### src/rtl/multicycle_control.sv
// Multi-cycle main control FSM: walks each instruction through IF/ID/EXE/MEM/WB.
// In: CLK, Reset, OpCode, Funct, Zero. Out: datapath strobes, ALUC, State, Halted.
module multicycle_control #(
   parameter int OP_W = 6,
   parameter int ST_W = 3
) (
   input  logic            CLK,
   input  logic            Reset,
   input  logic [OP_W-1:0] OpCode,
   input  logic [OP_W-1:0] Funct,
   input  logic            Zero,
   output logic            PCWre,
   output logic [1:0]      PCSrc,
   output logic            IRWre,
   output logic            ALUSrcB,
   output logic [2:0]      ALUC,
   output logic            MemRd,
   output logic            MemWr,
   output logic            RegWre,
   output logic            RegDst,
   output logic            DBDataSrc,
   output logic [ST_W-1:0] State,
   output logic            Halted
);

   typedef enum logic [ST_W-1:0] {
      S_IF   = 3'b000,
      S_ID   = 3'b001,
      S_EXE  = 3'b010,
      S_MEM  = 3'b011,
      S_WB   = 3'b100,
      S_HALT = 3'b111
   } state_e;

   localparam logic [OP_W-1:0] OP_R    = 6'b000000;
   localparam logic [OP_W-1:0] OP_ADDI = 6'b001000;
   localparam logic [OP_W-1:0] OP_ANDI = 6'b001100;
   localparam logic [OP_W-1:0] OP_SLTI = 6'b001010;
   localparam logic [OP_W-1:0] OP_LW   = 6'b100011;
   localparam logic [OP_W-1:0] OP_SW   = 6'b101011;
   localparam logic [OP_W-1:0] OP_BLT  = 6'b000100;
   localparam logic [OP_W-1:0] OP_J    = 6'b000010;
   localparam logic [OP_W-1:0] OP_HALT = 6'b111111;

   localparam logic [OP_W-1:0] FN_ADD = 6'b100000;
   localparam logic [OP_W-1:0] FN_AND = 6'b100100;
   localparam logic [OP_W-1:0] FN_SLT = 6'b101010;

   localparam logic [2:0] ALU_ADD  = 3'b000;
   localparam logic [2:0] ALU_SLT  = 3'b010;
   localparam logic [2:0] ALU_AND  = 3'b100;
   localparam logic [2:0] ALU_SLTI = 3'b101;

   state_e state_q;
   state_e state_d;

   logic       is_r;
   logic       is_ld;
   logic       is_st;
   logic       is_br;
   logic       is_jmp;
   logic       is_hlt;
   logic       is_ill;
   logic [2:0] dec_aluc;
   logic       dec_srcb;

   always_ff @(posedge CLK or posedge Reset) begin
      if (Reset) state_q <= S_IF;
      else       state_q <= state_d;
   end

   assign State = state_q;

   always_comb begin
      is_r     = 1'b0;
      is_ld    = 1'b0;
      is_st    = 1'b0;
      is_br    = 1'b0;
      is_jmp   = 1'b0;
      is_hlt   = 1'b0;
      is_ill   = 1'b0;
      dec_aluc = ALU_ADD;
      dec_srcb = 1'b0;
      case (OpCode)
         OP_R: begin
            is_r = 1'b1;
            case (Funct)
               FN_ADD:  dec_aluc = ALU_ADD;
               FN_AND:  dec_aluc = ALU_AND;
               FN_SLT:  dec_aluc = ALU_SLT;
               default: begin
                  is_r   = 1'b0;
                  is_ill = 1'b1;
               end
            endcase
         end
         OP_ADDI: dec_srcb = 1'b1;
         OP_ANDI: begin
            dec_srcb = 1'b1;
            dec_aluc = ALU_AND;
         end
         OP_SLTI: begin
            dec_srcb = 1'b1;
            dec_aluc = ALU_SLTI;
         end
         OP_LW: begin
            is_ld    = 1'b1;
            dec_srcb = 1'b1;
         end
         OP_SW: begin
            is_st    = 1'b1;
            dec_srcb = 1'b1;
         end
         OP_BLT: begin
            is_br    = 1'b1;
            dec_aluc = ALU_SLT;
         end
         OP_J:    is_jmp = 1'b1;
         OP_HALT: is_hlt = 1'b1;
         default: is_ill = 1'b1;
      endcase
   end

   always_comb begin
      state_d   = state_q;
      PCWre     = 1'b0;
      PCSrc     = 2'b00;
      IRWre     = 1'b0;
      ALUSrcB   = 1'b0;
      ALUC      = ALU_ADD;
      MemRd     = 1'b0;
      MemWr     = 1'b0;
      RegWre    = 1'b0;
      RegDst    = 1'b0;
      DBDataSrc = 1'b0;
      Halted    = 1'b0;
      case (state_q)
         S_IF: begin
            IRWre   = 1'b1;
            state_d = S_ID;
         end
         S_ID: begin
            unique case (1'b1)
               is_hlt: state_d = S_HALT;
               is_jmp: begin
                  PCWre   = 1'b1;
                  PCSrc   = 2'b10;
                  state_d = S_IF;
               end
               is_ill: begin
                  PCWre   = 1'b1;
                  state_d = S_IF;
               end
               default: state_d = S_EXE;
            endcase
         end
         S_EXE: begin
            ALUC    = dec_aluc;
            ALUSrcB = dec_srcb;
            if (is_br) begin
               // slt result 1 (Zero low) means rs < rt: take it
               PCWre   = 1'b1;
               PCSrc   = Zero ? 2'b00 : 2'b01;
               state_d = S_IF;
            end else if (is_ld || is_st) begin
               state_d = S_MEM;
            end else begin
               state_d = S_WB;
            end
         end
         S_MEM: begin
            ALUC    = dec_aluc;
            ALUSrcB = dec_srcb;
            if (is_st) begin
               MemWr   = 1'b1;
               PCWre   = 1'b1;
               state_d = S_IF;
            end else begin
               MemRd   = 1'b1;
               state_d = S_WB;
            end
         end
         S_WB: begin
            ALUC      = dec_aluc;
            ALUSrcB   = dec_srcb;
            RegWre    = 1'b1;
            PCWre     = 1'b1;
            RegDst    = is_r;
            DBDataSrc = is_ld;
            state_d   = S_IF;
         end
         S_HALT: Halted = 1'b1;
         default: state_d = S_IF;
      endcase
      // Reset must mask every strobe at once, not at the next edge
      if (Reset) begin
         PCWre     = 1'b0;
         PCSrc     = 2'b00;
         IRWre     = 1'b0;
         ALUSrcB   = 1'b0;
         ALUC      = ALU_ADD;
         MemRd     = 1'b0;
         MemWr     = 1'b0;
         RegWre    = 1'b0;
         RegDst    = 1'b0;
         DBDataSrc = 1'b0;
         Halted    = 1'b0;
      end
   end

endmodule
### config.mk
export PLATFORM = sky130hd
export DESIGN_NAME = multicycle_control
export DESIGN_NICKNAME = d
export VERILOG_FILES = /design/src/rtl/multicycle_control.sv
export SDC_FILE = /design/constraint.sdc
export NUM_CORES = 1
export LEC_CHECK = 0
export BUFFER_PORTS_ARGS = -buffer_cell sky130_fd_sc_hd__buf_2
export CORE_MARGIN = 2
export CORE_UTILIZATION = 45
export DETAILED_ROUTE_END_ITERATION = 10
export PLACE_DENSITY = 0.85
export SLEW_MARGIN = 25
export SYNTH_ARGS = -nofsm -noshare
export SYNTH_HDL_FRONTEND = slang
export SYNTH_SLANG_ARGS = --single-unit
### constraint.sdc
create_clock -name CLK -period 3.5 [get_ports CLK]
set_input_delay 0.7 -clock CLK [delete_from_list [all_inputs] [get_ports CLK]]
set_output_delay 0.7 -clock CLK [all_outputs]
set_load 0.1 [all_outputs]
# Word level (Yosys, flattened, before mapping)
# Index checks and enable logic that the tools add are counted.
[word_totals]
ff_bits = 3
elab_cells = 71
out_inout_bits = 17
[op_classes]
n_eq_ne = 16
n_mux = 46
n_reduce_logical = 8
[op_table]
columns = ["op", "n"]
rows = [
  ["$eq A6 B6 Y1 const B", 6],
  ["$mux W1", 32],
  ["$eq A6 B4 Y1 const B", 3],
  ["$mux W3", 5],
  ["$pmux W3 S5", 1],
  ["$pmux W3 S2", 2],
  ["$pmux W3 S4", 1],
  ["$reduce_or A8 Y1", 1],
  ["$eq A3 B2 Y1 const B", 2],
  ["$eq A3 B3 Y1 const B", 2],
  ["$eq A6 B2 Y1 const B", 1],
  ["$eq A6 B3 Y1 const B", 1],
  ["$logic_not A6 Y1", 1],
  ["$reduce_or A3 Y1", 2],
  ["$reduce_or A5 Y1", 1],
  ["$mux W2", 2],
  ["$pmux W1 S4", 1],
  ["$pmux W2 S2", 1],
  ["$eq A3 B1 Y1 const B", 1],
  ["$logic_not A3 Y1", 1],
  ["$pmux W1 S2", 1],
  ["$reduce_or A2 Y1", 1],
  ["$logic_or A1 B1 Y1", 1],
]

# Depth between registers and ports, before layout
[depth]
ltp_word = 8
mapped_depth = 5
ltp_nobuf = 4

# Worst setup path after synthesis
# No wires, ideal clock.
[synth_path]
path_type = "register to output"
start = "register state_q[2] (netlist: State[2])"
end = "output ALUC[0]"
arrival_time_ns = 4.492
stages_incl_launch_ff = 5
t_required_ns = 2.800
path_slack_ns = -1.692
path_cell_list = "dfrtp_1 -> buf_2 -> nor3b_1 -> o21ai_1 -> nor4_1"
[synth_via]
elab_chain_cells = 4
word_cells_on_any_way = 6
[synth_lines]
columns = ["element", "line", "rtl"]
rows = [
  ["start: declaration", "54", "state_e state_q;"],
  ["start signal: assignment", "69", "else state_q <= state_d;"],
  ["$eq A3 B2 Y1 / $eq A3 B3 Y1 (equally long branches)", "137", "case (state_q)"],
  ["$reduce_or A3 Y1 (no source line) (*)", "-", ""],
  ["$mux W3 (*)", "137", ""],
  ["$mux W3 (*)", "196", "if (Reset) begin"],
  ["end: declaration", "16", "output logic [2:0] ALUC,"],
]
# Mark *: on every way between the ends. The rest lies on a longest branch, timed or not.

# Worst setup path after layout
[layout_path]
start = "input OpCode[4]"
end = "output ALUC[2]"
[layout_via]
elab_chain_cells = 4
word_cells_on_any_way = 7
[layout_lines]
columns = ["element", "line", "rtl"]
rows = [
  ["start: declaration", "9", "input logic [OP_W-1:0] OpCode,"],
  ["$eq A6 B3 Y1 (tied with other cells)", "84", "case (OpCode)"],
  ["$pmux W3 S4 (*)", "84", ""],
  ["$mux W3 (*)", "137", ""],
  ["$mux W3 (*)", "196", ""],
]
# Marks and branches as above.

==> results.md <==
- Result of the run: completed
- Number of nets with antenna violations after detailed routing: 0
- Peak supply drop: 0.342 mV
- Setup slack after placement: 0.652 ns
- Filler Cells Inserted: 118
- Clock Pin Slew Worst Setup and Hold Paths: 0.04 ns
- Least setup slack across all paths after layout: 0.652 ns
- Number of inserted diodes: 0
- Required time of the critical path: 2.80 ns
- Max-cap violations: 0
- Count of unresolved DRC violations after routing: 0
- Max Freq: 351 MHz
- Wirelength, routed: 1560 um
- Synth top cells by count: 9 x sky130_fd_sc_hd__nor2_1, 8 x sky130_fd_sc_hd__nand2_1, 5 x sky130_fd_sc_hd__inv_1, 5 x sky130_fd_sc_hd__nand3_1, 4 x sky130_fd_sc_hd__nor3_1
- Vias in the first global route: 613
- Yosys warning total: 0
- Cells after DPL: 121
- Largest cells by area after synthesis: sky130_fd_sc_hd__dfrtp_1 13%, sky130_fd_sc_hd__nor2_1 5.8%, sky130_fd_sc_hd__nand2_1 5.1%, sky130_fd_sc_hd__nand3_1 4.3%, sky130_fd_sc_hd__nor4b_4 4.1%
- Layout cell share with drive strength beyond 1: 48.2%
- Max FO, Critical Path: 8
- DR vias/cell: 5.71
- Number of hold buffers added after CTS: 0
- Global placer's final weighted congestion: 0.850
- Register bit total from synthesis: 3
- Inserted Clock Buffers: 3
- Die Ht: 40.1 um
- Largest net degree at the start of global routing: 16
- Port Buffer Count: 31
- Top-level port count: 32
- Minimum clock period after layout: 2.85 ns
- Root Buffer: sky130_fd_sc_hd__clkbuf_4
- Total iterations of the first detailed-routing run: 4
- Average cell area after synthesis: 7.34 sq um
- Worst path most repeated cell: sky130_fd_sc_hd__buf_2
- Data arrival at the endpoint of the critical path: 2.15 ns
- Average wire per standard cell: 12.5 um
- Max-slew violation count: 0
- Number of enable-type register cells in the synthesized netlist: 0
- Category of the worst setup path launch point: primary input
- Clock tree from TritonCTS: done
- Gate count of the mapped netlist: 80
- Worst path cell trace: buf_2 > or2_4 > nor4_4 > nand4_1 > a21oi_1 > buf_2
- Nature of the critical path endpoint: output pin
- Core Rows: 13
- Library cell occupying the most area in the post-synthesis netlist: sky130_fd_sc_hd__dfrtp_1
- RSZ-0062 raised after global routing: false
- Leakage power figure: 0.367 nW
- Type of the worst setup path: in -> out
- Post-layout total power: 0.409 mW
- Width of the die: 40.1 um
- Total placed instance area: 772 sq um
- Aggregate global routing overflow: 0
- Tightest Hold Check Type: in -> async
- Initial core utilization: 46.9%
- Longest individual stage delay on the worst path: 0.44 ns
- Final std cell area, no fill: 798 sq um
- CTS Buffer Depth: 2
- Proportion of synthesized flip-flops having asynchronous set or reset: 100%
- Worst-case clock skew: 0.00332 ns
- Finish-stage setup viols: 0
- Post-Route Utilization: 63.7%
- Leading cell type by number of instances after synthesis: sky130_fd_sc_hd__nor2_1
- Number of antenna violations at the first check in global routing: 0
- Actual slew at the worst max-slew pin: 0.493 ns
- Vias after detailed routing: 714
- Total power per unit cell area: 512 mW/mm^2
- Final Hold Vio Count: 0
- Area Growth Syn to Fin: 36.0%
- Clock latency reported for the late side of the worst-skew pair: 0.23 ns
- Total setup buffers inserted after CTS: 0
- Deepest level of the CTS H-tree: 1
- Headroom to the max-slew limit: 66.9%
- TritonCTS sink count: 3
- First-pass GRT wire length: 2520 um
- Net Count, Synth: 95
- CP max-delay cell: sky130_fd_sc_hd__buf_2
- HPWL reported at the end of detailed placement: 1260 um
- Sequential cell area fraction in the yosys report: 12.8%
- Die ar.: 0.00161 sq mm
- Count of distinct cell types in the synthesized netlist: 40
- Area share of the leading cell type in the synthesized netlist: 12.8%
- Flip-flop count of the largest register, all copies and words added: 3
- Leading register cell type out of synthesis: sky130_fd_sc_hd__dfrtp_1
- First-iteration detailed-routing DRC count: 13
- Period utilisation layout: 81.4%
- # resized after CTS: 0
- Total global routing track utilization: 23.2%
- Netlist area before placement: 587 sq um
- Final net count: 126
- Layout Cells excl Fill: 125
- Core area: 0.00125 sq mm
[critical path: cells and delay by family]
kind                   cells  cell delay, ns
AO/OA/AOI/OAI              1            0.15
buffers and inverters      2            0.60
AND/OR/NAND/NOR            3            0.69
[report_power, final]
part | internal [mW] | switching [mW]
registers | 0.0445 | 0.0226
logic | 0.0611 | 0.221
clock network | 0.0427 | 0.0168
[kinds of logic (layout without fill, tap and decap cells)]
| group | after synthesis | count (layout) | synth area share [%] |
|---|---|---|---|
| AND/OR/NAND/NOR | 44 | 44 | 48.4 |
| XOR/XNOR | 1 | 1 | 1.49 |
| AO/OA/AOI/OAI | 22 | 22 | 28.1 |
| buffers and inverters | 10 | 40 | 9.17 |
| flip-flops | 3 | 3 | 12.8 |
[cell type report]
| cell class | count | area (sq um) | area share [%] |
|---|---|---|---|
| well taps | 15 | 18.8 | 2.35 |
| inverters | 5 | 18.8 | 2.35 |
| repair buffers | 31 | 155 | 19.4 |
| flip-flops and latches | 3 | 75.1 | 9.40 |
| clock buffers | 4 | 26.3 | 3.29 |
| multi-input cells | 67 | 504 | 63.2 |
[worst paths after layout]
path / from / endpoint / slack [ns] / cells past startpoint
worst max-delay path: OpCode[4] / ALUC[2] / 0.65 / 6
worst min-delay path: Reset / State[0]$_DFFE_PP0P_ / 0.40 / 2
worst max register to register: State[2]$_DFFE_PP0P_ / State[1]$_DFFE_PP0P_ / 2.31 / 3
min in group CLK: State[0]$_DFFE_PP0P_ / State[0]$_DFFE_PP0P_ / 0.69 / 2
max in group asynchronous: Reset / State[1]$_DFFE_PP0P_ / 2.93 / 2
worst min register to register: State[0]$_DFFE_PP0P_ / State[0]$_DFFE_PP0P_ / 0.69 / 2
[layout by cell type, fill, tap and decap left out, drive strengths merged, types with 2 or more instances in the layout]
master	Yosys	final
clkbuf	1	4
nand4	2	2
or2	3	3
nand3	5	5
nor2	9	9
dfrtp	3	3
a21oi	4	4
buf	4	31
nor3b	2	2
o21ai	6	6
nand2	8	8
o22ai	2	2
inv	5	5
nor3	4	4
nor4	3	3
nor4b	2	2
[per-stage QoR]
stage / setup TNS, ns / hold slack (ns)
after floorplan: -1.62 / 0.469
after global placement: 0 / 0.636
after detailed placement: 0 / 0.644
after CTS: 0 / 0.395
after global routing: 0 / 0.416
final: 0 / 0.402
[per-layer routing]
layer	vias up	track usage, %	part of all wire, %
met5	-	0	0
met4	0	11.2	0
met3	0	4.44	5.1
met2	17	38.3	50
met1	332	28.3	44
li1	365	-	-
(Power assumes the default switching activity.)
